[config.mk]
export PLATFORM = sky130hd
export DESIGN_NAME = counter_bist_response_compactor
export DESIGN_NICKNAME = d
export VERILOG_FILES = /design/src/rtl/counter_bist_pkg.sv /design/src/rtl/bist_misr_step.sv /design/src/rtl/counter_bist_response_compactor.sv
export SDC_FILE = /design/constraint.sdc
export NUM_CORES = 1
export LEC_CHECK = 0
export CORE_MARGIN = 8
export CORE_UTILIZATION = 44
export DETAILED_ROUTE_END_ITERATION = 10
export PLACE_DENSITY = 0.78
export REMOVE_ABC_BUFFERS = 1
export SETUP_SLACK_MARGIN = 0.02
export SLEW_MARGIN = 20
export SYNTH_ARGS = -nofsm -noshare
export SYNTH_HDL_FRONTEND = slang
export SYNTH_SLANG_ARGS = --single-unit
[constraint.sdc]
create_clock -name clk -period 2.2 [get_ports clk]
set_input_delay 0.44 -clock clk [delete_from_list [all_inputs] [get_ports clk]]
set_output_delay 0.44 -clock clk [all_outputs]
set_load 0.005 [all_outputs]
[src/rtl/counter_bist_pkg.sv]
// counter_bist_pkg: shared state encoding and default MISR constants for the counter BIST compactor.
package counter_bist_pkg;
    typedef enum logic [1:0] {
        S_IDLE    = 2'd0,
        S_SKIP    = 2'd1,
        S_CAPTURE = 2'd2,
        S_DONE    = 2'd3
    } state_t;

    localparam logic [7:0] DEF_POLY = 8'hB8;
    localparam logic [7:0] DEF_SEED = 8'h00;

    // Counter width able to hold 0..n, never narrower than one bit.
    function automatic int cnt_w(input int n);
        return (n < 1) ? 1 : $clog2(n + 1);
    endfunction
endpackage

[src/rtl/bist_misr_step.sv]
// bist_misr_step: one Galois MISR fold, combinational.
module bist_misr_step
    import counter_bist_pkg::*;
#(
    parameter int               WIDTH = 8,
    parameter logic [WIDTH-1:0] POLY  = WIDTH'(DEF_POLY)
) (
    input  logic [WIDTH-1:0] sig,
    input  logic [WIDTH-1:0] din,
    output logic [WIDTH-1:0] sig_next
);
    assign sig_next = {sig[WIDTH-2:0], 1'b0} ^ (sig[WIDTH-1] ? POLY : '0) ^ din;
endmodule

[src/rtl/counter_bist_response_compactor.sv]
// counter_bist_response_compactor: folds a window of DUT output samples into a MISR
// signature and reports a registered golden compare through a start/done handshake.
module counter_bist_response_compactor
    import counter_bist_pkg::*;
#(
    parameter int               WIDTH  = 8,
    parameter int               WINDOW = 16,
    parameter int               SKIP   = 1,
    parameter logic [WIDTH-1:0] POLY   = WIDTH'(DEF_POLY),
    parameter logic [WIDTH-1:0] SEED   = WIDTH'(DEF_SEED)
) (
    input  logic                         clk,
    input  logic                         reset,
    input  logic                         start,
    input  logic [WIDTH-1:0]             din,
    input  logic [WIDTH-1:0]             golden,
    output logic                         busy,
    output logic                         done,
    output logic                         pass,
    output logic [WIDTH-1:0]             signature,
    output logic [$clog2(WINDOW+1)-1:0]  sample_cnt
);
    localparam int CW = $clog2(WINDOW + 1);
    localparam int SW = cnt_w(SKIP);
    localparam state_t FIRST = (SKIP > 0) ? S_SKIP : S_CAPTURE;

    state_t          state, state_next;
    logic [SW-1:0]   skip_cnt;
    logic [WIDTH-1:0] sig_next;
    logic            start_ok, last_skip, last_sample;

    assign start_ok    = start && (state == S_IDLE || state == S_DONE);
    assign last_skip   = skip_cnt == SW'(SKIP - 1);
    assign last_sample = sample_cnt == CW'(WINDOW - 1);

    bist_misr_step #(.WIDTH(WIDTH), .POLY(POLY)) u_step (
        .sig      (signature),
        .din      (din),
        .sig_next (sig_next)
    );

    always_ff @(posedge clk or negedge reset) begin
        if (!reset) state <= S_IDLE;
        else        state <= state_next;
    end

    always_comb begin
        state_next = start_ok                                ? FIRST     :
                     (state == S_SKIP    && last_skip)       ? S_CAPTURE :
                     (state == S_CAPTURE && last_sample)     ? S_DONE    : state;
    end

    always_comb begin
        busy = (state == S_SKIP) || (state == S_CAPTURE);
        done = state == S_DONE;
    end

    // pass is only ever set on the DONE-entry edge and cleared on restart
    always_ff @(posedge clk or negedge reset) begin
        if (!reset) begin
            signature  <= SEED;
            sample_cnt <= '0;
            skip_cnt   <= '0;
            pass       <= 1'b0;
        end else if (start_ok) begin
            signature  <= SEED;
            sample_cnt <= '0;
            skip_cnt   <= '0;
            pass       <= 1'b0;
        end else if (state == S_SKIP) begin
            skip_cnt <= skip_cnt + 1'b1;
        end else if (state == S_CAPTURE) begin
            signature  <= sig_next;
            sample_cnt <= sample_cnt + 1'b1;
            if (last_sample) pass <= sig_next == golden;
        end
    end
endmodule

# Word level (Yosys, flattened, before mapping)
# Index checks and enable logic that the tools add are counted.
# totals
register_bits	17
output_inout_bits	16
wordCells	44
in_bits	19
# classes
bitwise_logic	3
n_eq_ne	6
n_mux	16
reduce_logical	12
n_addsub	2
# op_table
operator	count
$mux 8	4
$xor 8x8->8	2
$mux 5	3
$eq 8x8->1	1
$mux 1	6
$mux 2	3
$reduce_bool 2->1	3
$add 5x1->5 const B	1
$eq 5x4->1 const B	1
$eq 2x2->1 const B	2
$logic_and 1x1->1	3
$reduce_and 3->1	1
$reduce_bool 3->1	1
$eq 2x1->1 const B	1
$logic_not 2->1	1
$logic_or 1x1->1	2
$ne 2x2->1 const B	1
$reduce_and 2->1	1
$add 1x1->1 const B	1
$not 1->1	1

# Logic depth before layout (Yosys ltp)
# Gate-level depths: netlist of run 1.
# depth
ltp_word	8
ltp_mapped	7
ltp_nobuf	6

# Hierarchy
# A second synthesis of run 1 with hierarchy kept.
# hier_totals
cells_unflattened	89
hier_area_um2	1008.5
# by_module_without_submodules
module	area_per_inst_um2	cells_per_inst	n_inst
counter_bist_response_compactor	872.1	81	1
bist_misr_step	136.4	8	1

# Worst setup path after synthesis of run 1
# OpenSTA, ideal clock, no wires.
# synth_path
path_type	register to register
startpoint	register state[0]
endpoint	register signature[7]
required_time_ps	2117
t_arrival_ps	1555
setup_ps	83
setup_slack_ps	563
stages_incl_launch_ff	7
period_less_slack_ps	1637
path_cell_list	dfrtp_1 inv_1 ha_1 a21oi_1 nand2_1 or3_1 o21ai_0
# synth_via
elab_chain_cells	5
word_cells_on_any_way	10
classes_between	4 x eq/ne; 1 x mux; 5 x reduce/logical
# synth_lines
element	line_no	text
start: declaration	counter_bist_response_compactor.sv:27	state_t state, state_next;
start signal: assignment	counter_bist_response_compactor.sv:44	else state <= state_next;
$eq 2x2->1 / $logic_not 2->1 (equally long branches)	counter_bist_response_compactor.sv:32	assign start_ok = start && (state == S_IDLE || state == S_DONE);
$logic_or 1x1->1	counter_bist_response_compactor.sv:32	
$logic_and 1x1->1	counter_bist_response_compactor.sv:32	
$ne 2x2->1 (no source line) / $reduce_bool 2->1 (equally long branches)	n/a	
$reduce_and 2->1 (no source line)	n/a	
end signal: assignment	counter_bist_response_compactor.sv:73	signature <= sig_next;
end: declaration	counter_bist_response_compactor.sv:20	output logic [WIDTH-1:0] signature,
# Parallel ways exist; a longest one is shown, timed or not.
# A chain may end at the register's enable or synchronous reset.

# Worst setup path in the final report of run 1
# layout_path
startpoint	register state[0]
endpoint	output busy
# layout_via
elab_chain_cells	2
word_cells_on_any_way	3
classes_between	2 x eq/ne; 1 x reduce/logical
# layout_lines
element	line_no	text
$eq 2x1->1 / $eq 2x2->1 (equally long branches)	counter_bist_response_compactor.sv:54	busy = (state == S_SKIP) || (state == S_CAPTURE);
$logic_or 1x1->1 (*)	counter_bist_response_compactor.sv:54	
end: declaration	counter_bist_response_compactor.sv:17	output logic busy,
# Every way passes the cells marked *; elsewhere a longest branch is shown, timed or not.

==> flow_summary.yaml, run 1 <==
status:
  status: "finished clean"
sta:
  setup_tns_ps: 0
  hold_ws_ps: 456
  hold_viol_final: 0
  slew_violations: 0
  setup_ws_ps: 122
  tightest_slew_ps: 478
  setup_violations: 0
  slew_headroom_pct: 68.1
  period_needed_ps: 2080
  final.setup_skew_ps: 0.523
  rsz0062_at_grt: "no"
  max_freq_ghz: 0.481
  fin_crit_sh_pct: 94.5
critical_path:
  reg2reg_depth: 6
  r2r-start: "state[0]$_DFFE_PN0P_"
  required_ps: 1760
  startpoint_type: "flip-flop"
  critPathCaptureType: "primary output"
  rr_endpoint: "pass$_DFFE_PN0P_"
  cp_data_arrival_time_ps: 1640
  crit_start: "state[0]$_DFFE_PN0P_"
  crit_type: "flip-flop to primary output"
  worst-path-max-fanout: 4
  r2r_slack_ps: 390
place:
  place_ws_ps: 108
  dp_hpwl_um: 2000
  place.gp.congestion: 0.790
  port_buffers: 34
synth:
  ys_top_cells_by_area: "dfrtp_1 42%, xnor2_1 14%, ha_1 7.4%, o21ai_0 5.9%, xnor3_1 4.5%"
  synthMuxAreaShare_pct: 0
  synthDistinctLibCells: 25
  yosys.area_share.simple_pct: 12.1
  synth_top_area_share_pct: 42.1
  synthCells: 100
  synth_area_um2: 1010
  synth_top_family_by_area: "XOR/XNOR gates"
  synth-xor-area-share_pct: 20.0
  syn_avg_cell_area_um2: 10.1
  synth-compound-area-share_pct: 15.3
  synthAdderAreaFrac_pct: 7.43
  yosys.area.top_type: "dfrtp_1"
  yosysSeqAreaShare_pct: 42.1
  synth_seq_cells: 17
  yosysWarnings: 0
routing:
  ant_nets: 0
  wl_met1_um: 1070
  dr_wl_met2_um: 1200
  vias_per_cell: 5.13
  route.met3.wl_um: 185
  routedWlPerCell_um: 15.1
  drt_iter0_markers: 21
  totalWireLength_um: 2530
  dr.pass1.iters: 4
  remaining_drc_errors: 0
  vias: 856
  highest_layer: "met4"
hold_path:
  hold_class: "input pin to async pin"
pwr:
  vdd_drop_max_mv: 0.738
  cellInternalPower_mw: 1.07
  seq_power_share_pct: 30.4
  power_density_nw_per_um2: 1240
  p_switching_mw: 0.703
  total_power_mw: 1.77
  p_sw_share_pct: 39.7
  power_frac_clock_pct: 9.9
  p_comb_share_pct: 59.7
  p_leak_nw: 0.608
floorplanning:
  rows: 17
  fp.dieArea_um2: 4090
  start_util_pct: 46.1
  design.core.area_um2: 2190
  dieWidth_um: 63.9
  dieHeight_um: 63.9
  ios: 35
flow_run:
  cap_violations: 0
global_route:
  grt_pass1_vias: 932
  antenna_found_initial: 0
  grt_use_total_pct: 12.9
  grt_pass1_wl_um: 4280
  overflow: 0
  grt_max_degree: 18
cells_and_area:
  diodes: 0
  fin_nets: 165
  area_delta_synth_final_pct: 41.6
  post-route-util_pct: 65.3
  drive_gt1_share_pct: 7.19
cts:
  cts_sinks: 17
  cts_root_buffer: "clkbuf_4"
  clockBufferDepth: 2
  clock_insertion_delay_worst_skew_ps: 300
  htree_levels: 1
  cts_buffers: 3
  clk_pin_slew_ps: 100
  cts_tree: "yes"
[sequential cells by signal, indices dropped and copies added (netlist names)]
signal	flops
sample_cnt	5
skip_cnt	1
signature	8
pass	1
state	2
[critical path, stage by stage (launching register included)]
cell	delay (ps)
dfrtp_1	380
inv_1	50
ha_1	330
inv_1	70
clkdlybuf4s50_1	500
[Yosys cell counts]
cell,number
nand3_1,3
inv_2,1
o21ai_0,12
ha_1,6
o21ai_1,1
nor3_2,1
nand2_1,9
or3_1,1
o41ai_2,1
xnor3_1,2
xor2_1,2
and3_1,1
nand3b_1,1
o21bai_1,1
nor2b_1,2
nand4_1,1
xnor2_1,16
inv_1,5
a21oi_1,8
nand4b_1,1
clkbuf_1,2
dfrtp_1,17
a22o_1,3
nor2_1,1
and2_1,2
[cell type report]
| class | instances | area (µm²) |
|---|---|---|
| inverters | 6 | 22.5 |
| well taps | 28 | 35.0 |
| clock buffers | 4 | 26.3 |
| fillers | 195 | 759 |
| flip-flops and latches | 17 | 425 |
| multi-input cells | 75 | 559 |
| repair buffers | 37 | 363 |
[metal layers]
metal / GRT usage, % / vias to the layer above
li1: - / 421
met1: 14.2 / 401
met2: 20.8 / 27
met3: 4.70 / 7
met4: 7.80 / 0
met5: 0 / -
[metrics by stage]
step                      cell area (µm²)  instances
after floorplan                      1000         98
after global placement               1390        162
after detailed placement             1390        162
after CTS                            1420        166
after global routing                 1430        167
final                                1430        167
[logic make-up (layout without fill, tap and decap cells)]
group	count (synthesis)	count (layout)
fa+ha+maj	6	6
compound gates	26	26
simple gates	23	23
flops	17	17
xor+xnor	20	20
buf+inv	8	47
[cell usage in the layout, fill, tap and decap left out, drive strengths merged, types with 3 or more instances in the layout]
master         synthesis  layout
clkdlybuf4s50          0      34
buf                    0       3
ha                     6       6
a21oi                  8       8
clkbuf                 2       4
dfrtp                 17      17
xnor2                 16      16
nand3                  3       3
a22o                   3       3
inv                    6       6
o21ai                 13      13
nand2                  9       9
[worst max-delay path by stage]
stage | to | slack (ps) | cells past startpoint
after floorplan | signature[7]$_DFFE_PN0P_ | 510 | 6
after detailed placement | signature[7]$_DFFE_PN0P_ | 110 | 5
after global placement | signature[1]$_DFFE_PN0P_ | 180 | 4
after CTS | busy | 30 | 4
final | busy | 120 | 4
after global routing | busy | 10 | 4
[what timing repair did]
item | 4_1_cts | 5_1_grt
setup endpoints to repair | 0 | 12
gates resized for setup | 0 | 1
setup buffers | 0 | 1
hold buffers | 0 | 0
[power groups by stage]
stage                     Sequential [mW]  Clock [mW]  Combinational, mW
after floorplan                     0.542           0              0.607
after global placement              0.547           0               1.00
after detailed placement            0.553           0               1.03
after CTS                           0.546       0.184               1.04
after global routing                0.558       0.185               1.18
final                               0.538       0.175               1.06
No activity file was read; power rests on OpenSTA's default activity.
==> run 2, diff against run 1 <==
--- a/config.mk
+++ b/config.mk
@@ -11,7 +11,7 @@
 export PLACE_DENSITY = 0.78
 export REMOVE_ABC_BUFFERS = 1
 export SETUP_SLACK_MARGIN = 0.02
-export SLEW_MARGIN = 20
+export SKIP_LAST_GASP = 1
 export SYNTH_ARGS = -nofsm -noshare
 export SYNTH_HDL_FRONTEND = slang
 export SYNTH_SLANG_ARGS = --single-unit
==> results of run 2 <==
The final DEF is identical to that of run 1; final timing and power are the same.
==> run 3, diff against run 2 <==
--- a/config.mk
+++ b/config.mk
@@ -5,6 +5,7 @@
 export SDC_FILE = /design/constraint.sdc
 export NUM_CORES = 1
 export LEC_CHECK = 0
+export CAP_MARGIN = 20
 export CORE_MARGIN = 8
 export CORE_UTILIZATION = 44
 export DETAILED_ROUTE_END_ITERATION = 10
==> results of run 3 <==
The final DEF is identical to that of run 1; final timing and power are the same.
